--- config.mk ---
export PLATFORM = sky130hd
export DESIGN_NAME = apb_master_bridge
export DESIGN_NICKNAME = d
export VERILOG_FILES = /design/src/rtl/apb_master_pkg.sv /design/src/rtl/apb_wait_timer.sv /design/src/rtl/apb_master_bridge.sv
export SDC_FILE = /design/constraint.sdc
export NUM_CORES = 1
export LEC_CHECK = 0
export BUFFER_PORTS_ARGS = -buffer_cell sky130_fd_sc_hd__buf_2
export CORE_AREA = 8 8 93 129
export CTS_CLUSTER_SIZE = 20
export DETAILED_ROUTE_END_ITERATION = 8
export DIE_AREA = 0 0 101 137
export PLACE_DENSITY = 0.8
export SLEW_MARGIN = 20
export SYNTH_ARGS = -nofsm -noshare
export SYNTH_HDL_FRONTEND = slang
export SYNTH_SLANG_ARGS = --single-unit
--- constraint.sdc ---
create_clock -name pclk_i -period 4.88 [get_ports pclk_i]
set_clock_uncertainty 0.1 [all_clocks]
set_input_delay 0.732 -clock pclk_i [delete_from_list [all_inputs] [get_ports pclk_i]]
set_output_delay 0.732 -clock pclk_i [all_outputs]
set_load 0.005 [all_outputs]
--- src/rtl/apb_master_pkg.sv ---
// Shared types and constants for the APB4 master bridge.
// FSM encodings are plain localparams so older tools and netlist viewers show raw codes.
package apb_master_pkg;

  localparam int DATA_W     = 32;
  localparam int STRB_W     = 4;
  localparam int ADDR_MAX_W = 64;

  typedef logic [1:0] state_t;

  localparam state_t ST_IDLE   = 2'd0;
  localparam state_t ST_SETUP  = 2'd1;
  localparam state_t ST_ACCESS = 2'd2;
  localparam state_t ST_RESP   = 2'd3;

  // Address is stored at the widest supported size; the top slices it down to ADDR_W.
  typedef struct packed {
    logic [ADDR_MAX_W-1:0] addr;
    logic                  write;
    logic [DATA_W-1:0]     wdata;
    logic [STRB_W-1:0]     strb;
    logic [2:0]            prot;
  } req_t;

  typedef struct packed {
    logic [DATA_W-1:0] rdata;
    logic              err;
  } rsp_t;

  // APB4 requires pstrb to be all-zero on read transfers.
  function automatic logic [STRB_W-1:0] apb_strb(input logic write,
                                                 input logic [STRB_W-1:0] strb);
    return write ? strb : '0;
  endfunction

endpackage

--- src/rtl/apb_wait_timer.sv ---
// Saturating ACCESS-phase wait counter; flags the last allowed wait cycle.
// With TIMEOUT=0 the expired flag is tied low and the bridge waits forever.
module apb_wait_timer
  import apb_master_pkg::*;
#(
  parameter int unsigned TIMEOUT = 0
) (
  input  logic clk_i,
  input  logic rst_i,
  input  logic clr_i,
  input  logic inc_i,
  output logic expired_o
);

  localparam int unsigned CNT_W = (TIMEOUT > 0) ? $clog2(TIMEOUT + 1) : 1;
  localparam logic [CNT_W-1:0] CNT_MAX = '1;

  logic [CNT_W-1:0] cnt_q, cnt_d;

  always_comb begin
    cnt_d = cnt_q;
    if (clr_i) begin
      cnt_d = '0;
    end else if (inc_i && (cnt_q != CNT_MAX)) begin
      cnt_d = cnt_q + 1'b1;
    end
  end

  always_ff @(posedge clk_i or posedge rst_i) begin
    if (rst_i) begin
      cnt_q <= '0;
    end else begin
      cnt_q <= cnt_d;
    end
  end

  if (TIMEOUT > 0) begin : g_timeout
    localparam logic [CNT_W-1:0] LIMIT = CNT_W'(TIMEOUT - 1);
    assign expired_o = (cnt_q == LIMIT);
  end else begin : g_no_timeout
    logic unused_cnt;
    assign unused_cnt = ^cnt_q;
    assign expired_o  = 1'b0;
  end

endmodule

--- src/rtl/apb_master_bridge.sv ---
// Single-outstanding APB4 requester: valid/ready request in, SETUP/ACCESS on the bus,
// read data and error returned on a valid/ready response channel.
module apb_master_bridge
  import apb_master_pkg::*;
#(
  parameter int unsigned TIMEOUT = 0,
  parameter int unsigned ADDR_W  = 32
) (
  input  logic              pclk_i,
  input  logic              preset_i,
  input  logic              req_valid_i,
  output logic              req_ready_o,
  input  logic [ADDR_W-1:0] req_addr_i,
  input  logic              req_write_i,
  input  logic [31:0]       req_wdata_i,
  input  logic [3:0]        req_strb_i,
  input  logic [2:0]        req_prot_i,
  output logic              rsp_valid_o,
  input  logic              rsp_ready_i,
  output logic [31:0]       rsp_rdata_o,
  output logic              rsp_err_o,
  output logic [ADDR_W-1:0] paddr_o,
  output logic [2:0]        pprot_o,
  output logic              psel_o,
  output logic              penable_o,
  output logic              pwrite_o,
  output logic [31:0]       pwdata_o,
  output logic [3:0]        pstrb_o,
  input  logic              pready_i,
  input  logic [31:0]       prdata_i,
  input  logic              pslverr_i
);

  state_t state_q, state_d;
  req_t   req_q, req_d;
  rsp_t   rsp_q, rsp_d;
  logic   expired;
  logic   bus_active;
  logic   unused_addr;

  apb_wait_timer #(.TIMEOUT(TIMEOUT)) u_timer (
    .clk_i     (pclk_i),
    .rst_i     (preset_i),
    .clr_i     ((state_q == ST_IDLE) || (state_q == ST_RESP && rsp_ready_i)),
    .inc_i     ((state_q == ST_ACCESS) && !pready_i),
    .expired_o (expired)
  );

  // NOTE: every signal assigned here gets a default first, so no path leaves it unassigned and no latch is inferred.
  always_comb begin
    state_d = state_q;
    req_d   = req_q;
    rsp_d   = rsp_q;
    case (state_q)
      ST_IDLE: begin
        if (req_valid_i) begin
          req_d = '{addr:  ADDR_MAX_W'(req_addr_i),
                    write: req_write_i,
                    wdata: req_wdata_i,
                    strb:  req_strb_i,
                    prot:  req_prot_i};
          state_d = ST_SETUP;
        end
      end
      ST_SETUP: state_d = ST_ACCESS;
      ST_ACCESS: begin
        // A late pready wins over the timeout in the same cycle.
        if (pready_i) begin
          rsp_d   = '{rdata: req_q.write ? '0 : prdata_i, err: pslverr_i};
          state_d = ST_RESP;
        end else if (expired) begin
          rsp_d   = '{rdata: '0, err: 1'b1};
          state_d = ST_RESP;
        end
      end
      ST_RESP: begin
        if (rsp_ready_i) state_d = ST_IDLE;
      end
      default: state_d = ST_IDLE;
    endcase
  end

  // NOTE: the request latch and response register are reset like any other flop (they are a
  //       few dozen bits, not a RAM), so outputs are well-defined straight out of reset.
  always_ff @(posedge pclk_i or posedge preset_i) begin
    if (preset_i) begin
      state_q <= ST_IDLE;
      req_q   <= '0;
      rsp_q   <= '0;
    end else begin
      // NOTE: sequential state uses non-blocking assignments so all flops update together at the edge.
      state_q <= state_d;
      req_q   <= req_d;
      rsp_q   <= rsp_d;
    end
  end

  assign bus_active = (state_q == ST_SETUP) || (state_q == ST_ACCESS);

  assign req_ready_o = (state_q == ST_IDLE);
  assign rsp_valid_o = (state_q == ST_RESP);
  assign rsp_rdata_o = rsp_q.rdata;
  assign rsp_err_o   = rsp_q.err;

  // Bus outputs decode straight from the state flops so reset idles the bus asynchronously.
  assign psel_o    = bus_active;
  assign penable_o = (state_q == ST_ACCESS);
  assign paddr_o   = bus_active ? req_q.addr[ADDR_W-1:0] : '0;
  assign pwrite_o  = bus_active & req_q.write;
  assign pwdata_o  = bus_active ? req_q.wdata : '0;
  assign pstrb_o   = bus_active ? apb_strb(req_q.write, req_q.strb) : '0;
  assign pprot_o   = bus_active ? req_q.prot : '0;

  assign unused_addr = ^req_q.addr;

endmodule

# Yosys cells after proc, flatten, opt, wreduce, memory -nomap -nowiden
# Cells that the tools add are included.
[word_totals]
ff_bits = 107
inputBits = 110
output_inout_bits = 109
wordCells = 30
[op_classes]
eq_ne = 6
muxes = 10
n_bitwise = 1
reduce_logical = 5
[ops]
columns = ["cell", "count"]
rows = [
  ["32-bit two-way mux", 3],
  ["4-bit two-way mux", 2],
  ["2-bit case mux with 4 select lines", 1],
  ["2-bit two-way mux", 3],
  ["2-bit equality test, second input constant", 2],
  ["2-bit by 1-bit inequality test with 1-bit output, second input constant", 2],
  ["2-bit AND reduction", 2],
  ["3-bit two-way mux", 1],
  ["3-bit AND reduction", 1],
  ["2-bit by 1-bit equality test with 1-bit output, second input constant", 1],
  ["2-bit zero test", 1],
  ["2-bit inequality test, second input constant", 1],
  ["1-bit AND", 1],
  ["1-bit logical OR", 1],
]

# Logic depth before layout (Yosys ltp)
# Gate-level depths: netlist of the first run.
[depth]
ltp_word = 3
depth_mapped = 7
depth_no_buf = 5

# Cells and area by module
# From an unflattened synthesis of the first run, not the netlist that was laid out.
[hier_totals]
cells_unflattened = 395
hier_area_um2 = 4720.8
[by_module_without_submodules]
columns = ["module", "instances", "cells_per_inst", "area_per_inst_um2"]
rows = [
  ["apb_master_bridge", 1, 393, 4709.5],
  ["apb_wait_timer", 1, 2, 11.3],
]

# Worst setup path before layout of the first run
# OpenSTA, ideal clock, no wires.
[synth_path]
path_kind = "register to output"
startpoint = "reg state_q[1]"
endpoint = "out pstrb_o[3]"
arrival_ns = 1.333
t_required_ns = 4.048
path_slack_ns = 2.715
path_stages_with_launch = 6
path_cell_list = "dfrtp_1 > inv_1 > ha_1 > clkbuf_1 > clkbuf_1 > and3_1"
[synth_via]
elab_chain_len = 3
word_cells_on_any_way = 4
[synth_rtl]
columns = ["item", "line_no", "rtl"]
rows = [
  ["start, declared", "apb_master_bridge.sv:34", "state_t state_q, state_d;"],
  ["start signal, assigned", "apb_master_bridge.sv:92", "state_q <= state_d;"],
  ["2-bit by 1-bit equality test with 1-bit output or 2-bit equality test (tied branches)", "apb_master_bridge.sv:98", "assign bus_active = (state_q == ST_SETUP) || (state_q == ST_ACCESS);"],
  ["1-bit logical OR (*)", "apb_master_bridge.sv:98", ""],
  ["via psel_o", "apb_master_bridge.sv:24", "output logic psel_o,"],
  ["4-bit two-way mux (*)", "apb_master_bridge.sv:111", "assign pstrb_o = bus_active ? apb_strb(req_q.write, req_q.strb) : '0;"],
  ["end, declared", "apb_master_bridge.sv:28", "output logic [3:0] pstrb_o,"],
]
# The timed path passes the listed nets; every way through them passes the cells marked *.

# Final worst setup path of the first run
[layout_path]
startpoint = "reg state_q[1]"
endpoint = "out pprot_o[1]"
[layout_via]
elab_chain_len = 3
word_cells_on_any_way = 4
[layout_rtl]
columns = ["item", "line_no", "rtl"]
rows = [
  ["2-bit by 1-bit equality test with 1-bit output or 2-bit equality test (tied branches)", "apb_master_bridge.sv:98", ""],
  ["1-bit logical OR (*)", "apb_master_bridge.sv:98", ""],
  ["3-bit two-way mux (*)", "apb_master_bridge.sv:112", "assign pprot_o = bus_active ? req_q.prot : '0;"],
  ["end, declared", "apb_master_bridge.sv:23", "output logic [2:0] pprot_o,"],
]
# Every way passes the cells marked *; elsewhere a longest branch is shown, timed or not.

==> qor.csv, run 1 <==
metric,value,unit
crit_fanout,74,
cts_tree,built,
synth_nets,502,
io_buffers,218,
synth_top_area_frac,0.577,
cts-root-buf,clkbuf_16,
post_drt_wl_per_cell,17.0,µm
tightestPinTransition,0.983,ns
p_per_area,692,nW/µm²
rows,44,
die_h,137,µm
htreeDepth,3,
postCtsSetupRepairBufs,0,
setup_slack,1.89,ns
netSwitchingFraction,0.343,
final_antenna_net_count,0,
setup.worst_path.start_class,flop,
grt-ovfl-total,0,
grt_antenna_before_repair,3,
relSlewSlack,0.345,
slew_violations,0,
fin_crit_sh,0.612,
drtPass1Iterations,4,
dpl_cell_area,5820,µm²
internal-power,2.79,mW
dp_slack,2.21,ns
drive_above_1_share,0.521,
yosysUniqueCellTypes,15,
final_area,6130,µm²
peakVddDrop,0.308,mV
hpwl,9.34,mm
tns,0,ns
path_clk_slew,0.07,ns
netlist_top_cells_area,"dfrtp_1 58%, mux2_2 18%, and2_1 9.2%",
crit_start,state_q[1],
synth_warnings,0,
finalSetupViolCount,0,
p_leak,3.19,nW
antenna_cells,0,
cp_cell_sequence,inv_1 -> ha_2 -> and2_1 -> buf_2,
routed_wirelength,12.6,mm
core-area,10100,µm²
hold_buffers,0,
syn_to_final_growth,32.2,%
crit_arrival,2.16,ns
max-cap-violations,0,
io_pins,219,
hold_class,flop to flop,
place_congestion,0.865,
yosys.area.top_type,dfrtp_1,
combPwrFrac,0.453,
end_kind,output port,
ys_seq_elements,107,
cts_buffers,9,
cts_sinks,107,
crit_slowest_cell,ha_2,
maxClockFrequency,335,MHz
endpoint,pprot_o[1],
avgSynthCellArea,11.9,µm²
dp.cells,721,
crit_required,4.05,ns
grt_pass1_vias,3903,
die-width,101,µm
hold_viol_final,0,
fin_crit,2.99,ns
die_area,13800,µm²
synthCells,389,
yosysSeqAreaShare,0.577,
reg2reg_to,rsp_err_o,
layout.cells.non_filler,737,
status,completed,
drc,0,
r2r_start,state_q[0],
pwr-share-seq,0.371,
slowest_delay,0.97,ns
netlist_area,4640,µm²
cts_buffer_depth,2,
rsz0062_at_grt,no,
power_switching,1.46,mW
grt_max_degree,75,
nNetsFinal,707,
vias_per_cell,4.88,
num_vias,3596,
ctsResizeCount,0,
clockPowerShare,0.175,
drtIter0Drc,97,
criticalPathCategory,flop to output port,
grt_use_total,0.181,
initial_utilization,0.458,
worstRegToRegCells,5,
clk_latency,0.34,ns
grt_pass1_wl,19.6,mm
total_power,4.25,mW
r2r_slack,2.71,ns
[flip-flops by register name, indices dropped and copies added (netlist names)]
| signal | flops |
|---|---|
| rsp_rdata_o | 32 |
| state_q | 2 |
| rsp_err_o | 1 |
| req_q | 72 |
[cell families (layout without fill, tap and decap cells)]
group / after synthesis / count (layout) / share of synthesized area
multiplexers: 75 / 75 / 0.182
adder cells (fa/ha/maj): 3 / 3 / 0.00809
flip-flops: 107 / 107 / 0.577
AND/OR/NAND/NOR: 139 / 139 / 0.169
AO/OA/AOI/OAI: 33 / 33 / 0.0367
buffers and inverters: 32 / 242 / 0.0280
[power groups by stage]
stage               sequential [mW]  combinational, mW  clock (mW)
floorplan                      1.50               1.17           0
global placement               1.56               1.91           0
detailed placement             1.59               1.96           0
CTS                            1.58               1.97       0.767
global route                   1.64               2.14       0.798
finish                         1.58               1.92       0.745
[per-layer routing]
| layer | global-route usage | wire length, µm |
|---|---|---|
| met1 | 0.196 | 4770 |
| met2 | 0.303 | 6080 |
| met3 | 0.0748 | 1380 |
| met4 | 0.0773 | 288 |
| met5 | 0 | 36 |
[worst min-delay path by stage]
stage	end	start	cells past startpoint	slack, ns
6_report	rsp_rdata_o[16]	rsp_rdata_o[16]	2	0.38
3_3_place_gp	rsp_rdata_o[2]	rsp_rdata_o[2]	2	0.36
5_1_grt	rsp_rdata_o[8]	rsp_rdata_o[8]	2	0.40
3_5_place_dp	rsp_rdata_o[16]	rsp_rdata_o[16]	2	0.37
4_1_cts	rsp_rdata_o[16]	rsp_rdata_o[16]	2	0.38
2_1_floorplan	req_q[0]	req_q[0]	1	0.37
[metrics by stage]
step / hold WS [ns] / utilization
after floorplan: 0.371 / -
after global placement: 0.359 / 0.575
after detailed placement: 0.367 / 0.575
after CTS: 0.383 / 0.605
after global routing: 0.402 / 0.605
final: 0.381 / 0.605
[cell usage in the layout (no fill, tap or decap)]
cell type / instances
buf_2: 218
dfrtp_1: 107
mux2_2: 73
and2_1: 68
nand2_1: 33
nand2b_1: 32
o21ai_0: 32
clkbuf_16: 9
inv_1: 5
and3_1: 4
ha_1: 2
clkinv_4: 2
inv_6: 2
buf_4: 2
nand2_4: 1
inv_4: 1
a222oi_1: 1
mux2_1: 1
nor2_1: 1
mux2i_1: 1
ha_2: 1
clkbuf_8: 1
clkinv_2: 1
bufinv_16: 1
[cells in the mapped netlist]
| cell | n |
|---|---|
| and2_1 | 68 |
| clkbuf_1 | 18 |
| nor2_1 | 1 |
| inv_1 | 6 |
| and3_1 | 4 |
| nand2b_1 | 32 |
| ha_1 | 3 |
| mux2_1 | 1 |
| mux2i_1 | 1 |
| nand2_1 | 34 |
| mux2_2 | 73 |
| buf_2 | 8 |
| a222oi_1 | 1 |
| dfrtp_1 | 107 |
| o21ai_0 | 32 |
[worst max-delay path, delay by kind of cell, from the launching register on]
kind                       cells  cell delay [ns]
and+or+nand+nor                1             0.25
adders and majority gates      1             0.97
buffers and inverters          2             0.19
DFF                            1             0.38
[final cells by class]
class	count	area, µm²
clock buffer	10	239
multi-input combinational	250	1840
timing repair buffer	220	1110
sequential	107	2680
clock inverter	6	70.1
fill	872	4000
tap	138	173
inverter	6	25.0
No activity file was read; power rests on OpenSTA's default activity.
==> run 2, diff against run 1 <==
==> constraint.sdc (replaced) <==
create_clock -name pclk_i -period 2.9 [get_ports pclk_i]
set_clock_uncertainty 0.1 [all_clocks]
set_input_delay 0.435 -clock pclk_i [delete_from_list [all_inputs] [get_ports pclk_i]]
set_output_delay 0.435 -clock pclk_i [all_outputs]
set_load 0.005 [all_outputs]
==> run 2 against run 1 <==
Clock power increased by 68%. Setup slack got worse by 1.6 ns. Combinational power increased by 71%. Critical path depth increased by 1. Final cell count increased by 0.68%. Register-to-register slack got worse by 1.8 ns. Non-clock buffer count increased by 4. Hold slack got worse by 0.36 ns. First-iteration DRC count decreased by 18%. Sequential cell count unchanged.
==> qor.csv, run 2 (synthesis results as in run 1) <==
metric,value,unit
status,completed,
die_area,13800,µm²
hold_class,primary input to asynchronous set/reset pin,
final_common_cell,buf_2,
cts_sinks,107,
fin_crit_sh,0.904,
final_cell_mix,"218 x buf_2, 107 x dfrtp_1, 73 x mux2_2",
fin_crit,2.62,ns
core-area,10100,µm²
ctsResizeCount,0,
r2r_slack,0.90,ns
postCtsSetupRepairBufs,0,
crit_required,2.37,ns
clk_latency,0.34,ns
seq_area,2680,µm²
grt_pass1_vias,3689,
hold_viol_final,0,
crit_start,state_q[1],
dp.cells,725,
drtPass1Iterations,4,
dpl_cell_area,5870,µm²
cts_buffer_depth,2,
io_buffers,218,
syn_to_final_growth,33.2,%
r2r_start,state_q[0],
crit_arrival,2.09,ns
cts_tree,built,
slowest_delay,0.69,ns
tns,0,ns
routed_wirelength,12.0,mm
drc,0,
path_clk_slew,0.07,ns
drive_above_1_share,0.524,
grt_max_degree,86,
place_congestion,0.831,
cts_buffers,9,
grt_antenna_before_repair,2,
multiInputGateArea,1840,µm²
netSwitchingFraction,0.343,
hpwl,9.23,mm
rows,44,
grt_pass1_wl,18.6,mm
pwr-share-seq,0.366,
p_per_area,1160,nW/µm²
drtIter0Drc,80,
max-cap-violations,0,
clockPowerShare,0.175,
final_antenna_net_count,0,
fin_util,0.610,
p_leak,3.20,nW
layout.cells.non_filler,742,
crit_slowest_cell,ha_2,
setup.worst_path.start_class,flop,
post_drt_wl_per_cell,16.1,µm
tightestPinTransition,0.870,ns
slew_violations,0,
hold_buffers,0,
grt_use_total,0.172,
criticalPathCategory,flop to output port,
grt-ovfl-total,0,
die-width,101,µm
initial_utilization,0.458,
end_kind,output port,
largest_reg_flops,72,
rsz0062_at_grt,no,
num_vias,3543,
io_pins,219,
nNetsFinal,711,
vias_per_cell,4.77,
cts-root-buf,clkbuf_16,
relSlewSlack,0.420,
n_fill_cell,905,
power_switching,2.46,mW
finalSetupViolCount,0,
final_area,6180,µm²
cp_cell_sequence,inv_1 -> ha_2 -> buf_4 -> and2_1 -> buf_2,
maxClockFrequency,382,MHz
peakVddDrop,0.706,mV
regMostFlops,req_q,
internal-power,4.72,mW
die_h,137,µm
crit_fanout,38,
combPwrFrac,0.459,
htreeDepth,3,
## run 2: cell types whose count changed in the layout (fill, tap and decap cells not counted), sizes merged
cell      delta
buf          +4
diode        +1
clkinvlp     +4
clkbuf       -1
clkinv       -3
## run 2: worst max-delay path, delay by kind of cell, from the launching register on
kind | cells | cell delay, ns
adder cells (fa/ha/maj) | 1 | 0.69
flip-flops | 1 | 0.39
buffers and inverters | 3 | 0.51
AND/OR/NAND/NOR | 1 | 0.16
## run 2: metrics by stage
step / hold slack (ns) / setup WS (ns) / total power, mW
finish: 0.0207 / 0.279 / 7.17
global route: 0.0451 / 0.100 / 7.74
CTS: 0.0230 / 0.233 / 7.30
global placement: 0.358 / 0.721 / 5.88
floorplan: 0.371 / 1.03 / 4.48
detailed placement: 0.366 / 0.608 / 6.03
## run 2: path summary, 6_finish.rpt
path / to / depth (start not counted)
max: pwdata_o[7] / 5
min reg2reg: rsp_rdata_o[12] / 2
max in group asynchronous: req_q[0] / 3
max reg2reg: rsp_rdata_o[11] / 5
min: rsp_rdata_o[28] / 2
min in group pclk_i: req_q[44] / 2
## run 2: cell type report
class,instances,area share
Tap cell,138,0.0279
Inverter,6,0.00425
Antenna cell,1,0.000405
Clock buffer,9,0.0364
Timing Repair Buffer,224,0.186
Clock inverter,7,0.0136
Multi-Input combinational cell,250,0.298
Sequential cell,107,0.433
## run 2: per-layer routing
metal  GRT usage  vias to the layer above  share of wire
li1            -                     1695              -
met1       0.194                     1684           0.40
met2       0.286                      144           0.49
met3      0.0601                       18          0.090
met4      0.0781                        2          0.020
met5           0                        -         0.0010
## run 2: power by group through the flow
stage	logic [mW]	registers (mW)	clock network [mW]
after floorplan	1.97	2.52	0
after global placement	3.26	2.62	0
after detailed placement	3.36	2.67	0
after CTS	3.37	2.63	1.29
after global routing	3.66	2.73	1.35
final	3.29	2.63	1.25
==> run 3, diff against run 2 <==
--- a/config.mk
+++ b/config.mk
@@ -6,11 +6,11 @@
 export NUM_CORES = 1
 export LEC_CHECK = 0
 export BUFFER_PORTS_ARGS = -buffer_cell sky130_fd_sc_hd__buf_2
-export CORE_AREA = 8 8 93 129
+export CORE_AREA = 2 2 109 153
 export CTS_CLUSTER_SIZE = 20
 export DETAILED_ROUTE_END_ITERATION = 8
-export DIE_AREA = 0 0 101 137
-export PLACE_DENSITY = 0.8
+export DIE_AREA = 0 0 111 155
+export RECOVER_POWER = 100
 export SLEW_MARGIN = 20
 export SYNTH_ARGS = -nofsm -noshare
 export SYNTH_HDL_FRONTEND = slang
==> run 3 against run 2 <==
Critical endpoint is now paddr_o[29]. Die area up 24%. Hold slack better by 0.20 ns. Sequential cell count unchanged. Wire length down 3.8%. Global-route usage down 3.9 points. The run now ends with max-slew violations left. Maximum frequency up 0.37%.
==> qor.csv, run 3 (synthesis results as in run 1) <==
metric,value,unit
cts_tree,built,
cts_sinks,107,
hold_depth,2,
dp_slack,0.700,ns
finalSetupViolCount,0,
grt_antenna_before_repair,0,
status,"complete, but fails checks",
regMostFlops,req_q,
drive_above_1_share,0.445,
die_h,155,µm
rows,55,
hold_end,req_q[14],
routed_wirelength,11.5,mm
total_power,7.14,mW
syn_to_final_growth,33.7,%
crit_arrival,2.08,ns
relSlewSlack,-0.00333,
rsz0062_at_grt,no,
path_clk_slew,0.08,ns
min_from,req_wdata_i[7],
io_pins,219,
reg2reg_to,req_q[31],
hold_buffers,0,
r2r_slack,0.33,ns
place_congestion,0.748,
die_area,17200,µm²
cts_buffer_depth,2,
vias_per_cell,4.37,
worstRegToRegCells,5,
grt_pass1_vias,3779,
maxClockFrequency,383,MHz
cts-root-buf,clkbuf_16,
io_buffers,218,
setup.worst_path.start_class,flop,
grt-ovfl-total,0,
antenna_cells,0,
fin_crit,2.61,ns
dpl_cell_area,5970,µm²
hold_viol_final,0,
tns,0,ns
drtPass1Iterations,4,
slew_violations,28,
final_cell_mix,"170 x buf_2, 107 x dfrtp_1, 73 x mux2_2",
htreeDepth,3,
nNetsFinal,712,
drtIter0Drc,178,
initial_utilization,0.292,
largest_reg_flops,72,
criticalPathCategory,flop to output port,
clk_latency,0.34,ns
setup_slack,0.289,ns
final_common_cell,buf_2,
peakVddDrop,0.426,mV
hold_class,primary input to flop,
violations,max-slew violations,
crit_required,2.37,ns
max-cap-violations,0,
final_antenna_net_count,0,
grt_max_degree,108,
core-area,15900,µm²
final_area,6210,µm²
fin_crit_sh,0.900,
num_vias,3508,
grt_pass1_wl,18.6,mm
postCtsSetupRepairBufs,0,
n_fill_cell,1601,
drc,0,
post_drt_wl_per_cell,14.3,µm
end_kind,output port,
cts_buffers,9,
ctsResizeCount,0,
p_leak,3.03,nW
p_per_area,1150,nW/µm²
crit_fanout,25,
r2r_start,state_q[0],
grt_use_total,0.133,
tightestPinTransition,1.50,ns
hpwl,8.53,mm
die-width,111,µm
## run 3: worst max path at each step
stage | startpoint | endpoint | depth (start not counted)
after floorplan | state_q[1] | pstrb_o[3] | 5
after global placement | state_q[1] | pstrb_o[2] | 5
after detailed placement | state_q[1] | pstrb_o[2] | 5
after CTS | state_q[1] | pstrb_o[2] | 5
after global routing | state_q[1] | paddr_o[25] | 5
final | state_q[1] | paddr_o[29] | 5
## run 3: routing by layer
layer | vias to the layer above | GRT usage | part of all wire
met3 | 6 | 0.0460 | 0.078
li1 | 1687 | - | -
met2 | 139 | 0.230 | 0.52
met4 | 0 | 0.0387 | 0.0098
met5 | - | 0 | 0
met1 | 1676 | 0.157 | 0.40
## run 3: stage by stage
step | hold WS [ns] | instances | utilization
6_report | 0.217 | 803 | 0.390
5_1_grt | 0.201 | 803 | 0.390
4_1_cts | 0.176 | 803 | 0.397
3_5_place_dp | 0.368 | 787 | 0.375
3_3_place_gp | 0.358 | 787 | 0.375
2_1_floorplan | 0.371 | 389 | -
## run 3: worst max-delay path: stages (launching register included)
cell and delay [ns]:
dfrtp_1 0.39, inv_1 0.06, ha_2 0.54, clkbuf_2 0.41, and2_1 0.20, buf_2 0.12
## run 3: layout make-up
| type | count | area, µm² | share of cell area |
|---|---|---|---|
| Sequential cell | 107 | 2680 | 0.431 |
| Multi-Input combinational cell | 250 | 1840 | 0.297 |
| Timing Repair Buffer | 225 | 1070 | 0.173 |
| Tap cell | 199 | 249 | 0.0401 |
| Clock buffer | 10 | 239 | 0.0385 |
| Clock inverter | 6 | 97.6 | 0.0157 |
| Inverter | 6 | 26.3 | 0.00423 |
## run 3: report_power, final
| group | switching (mW) | internal, mW |
|---|---|---|
| Clock | 0.561 | 0.791 |
| Sequential | 0.376 | 2.23 |
| Combinational | 1.51 | 1.67 |
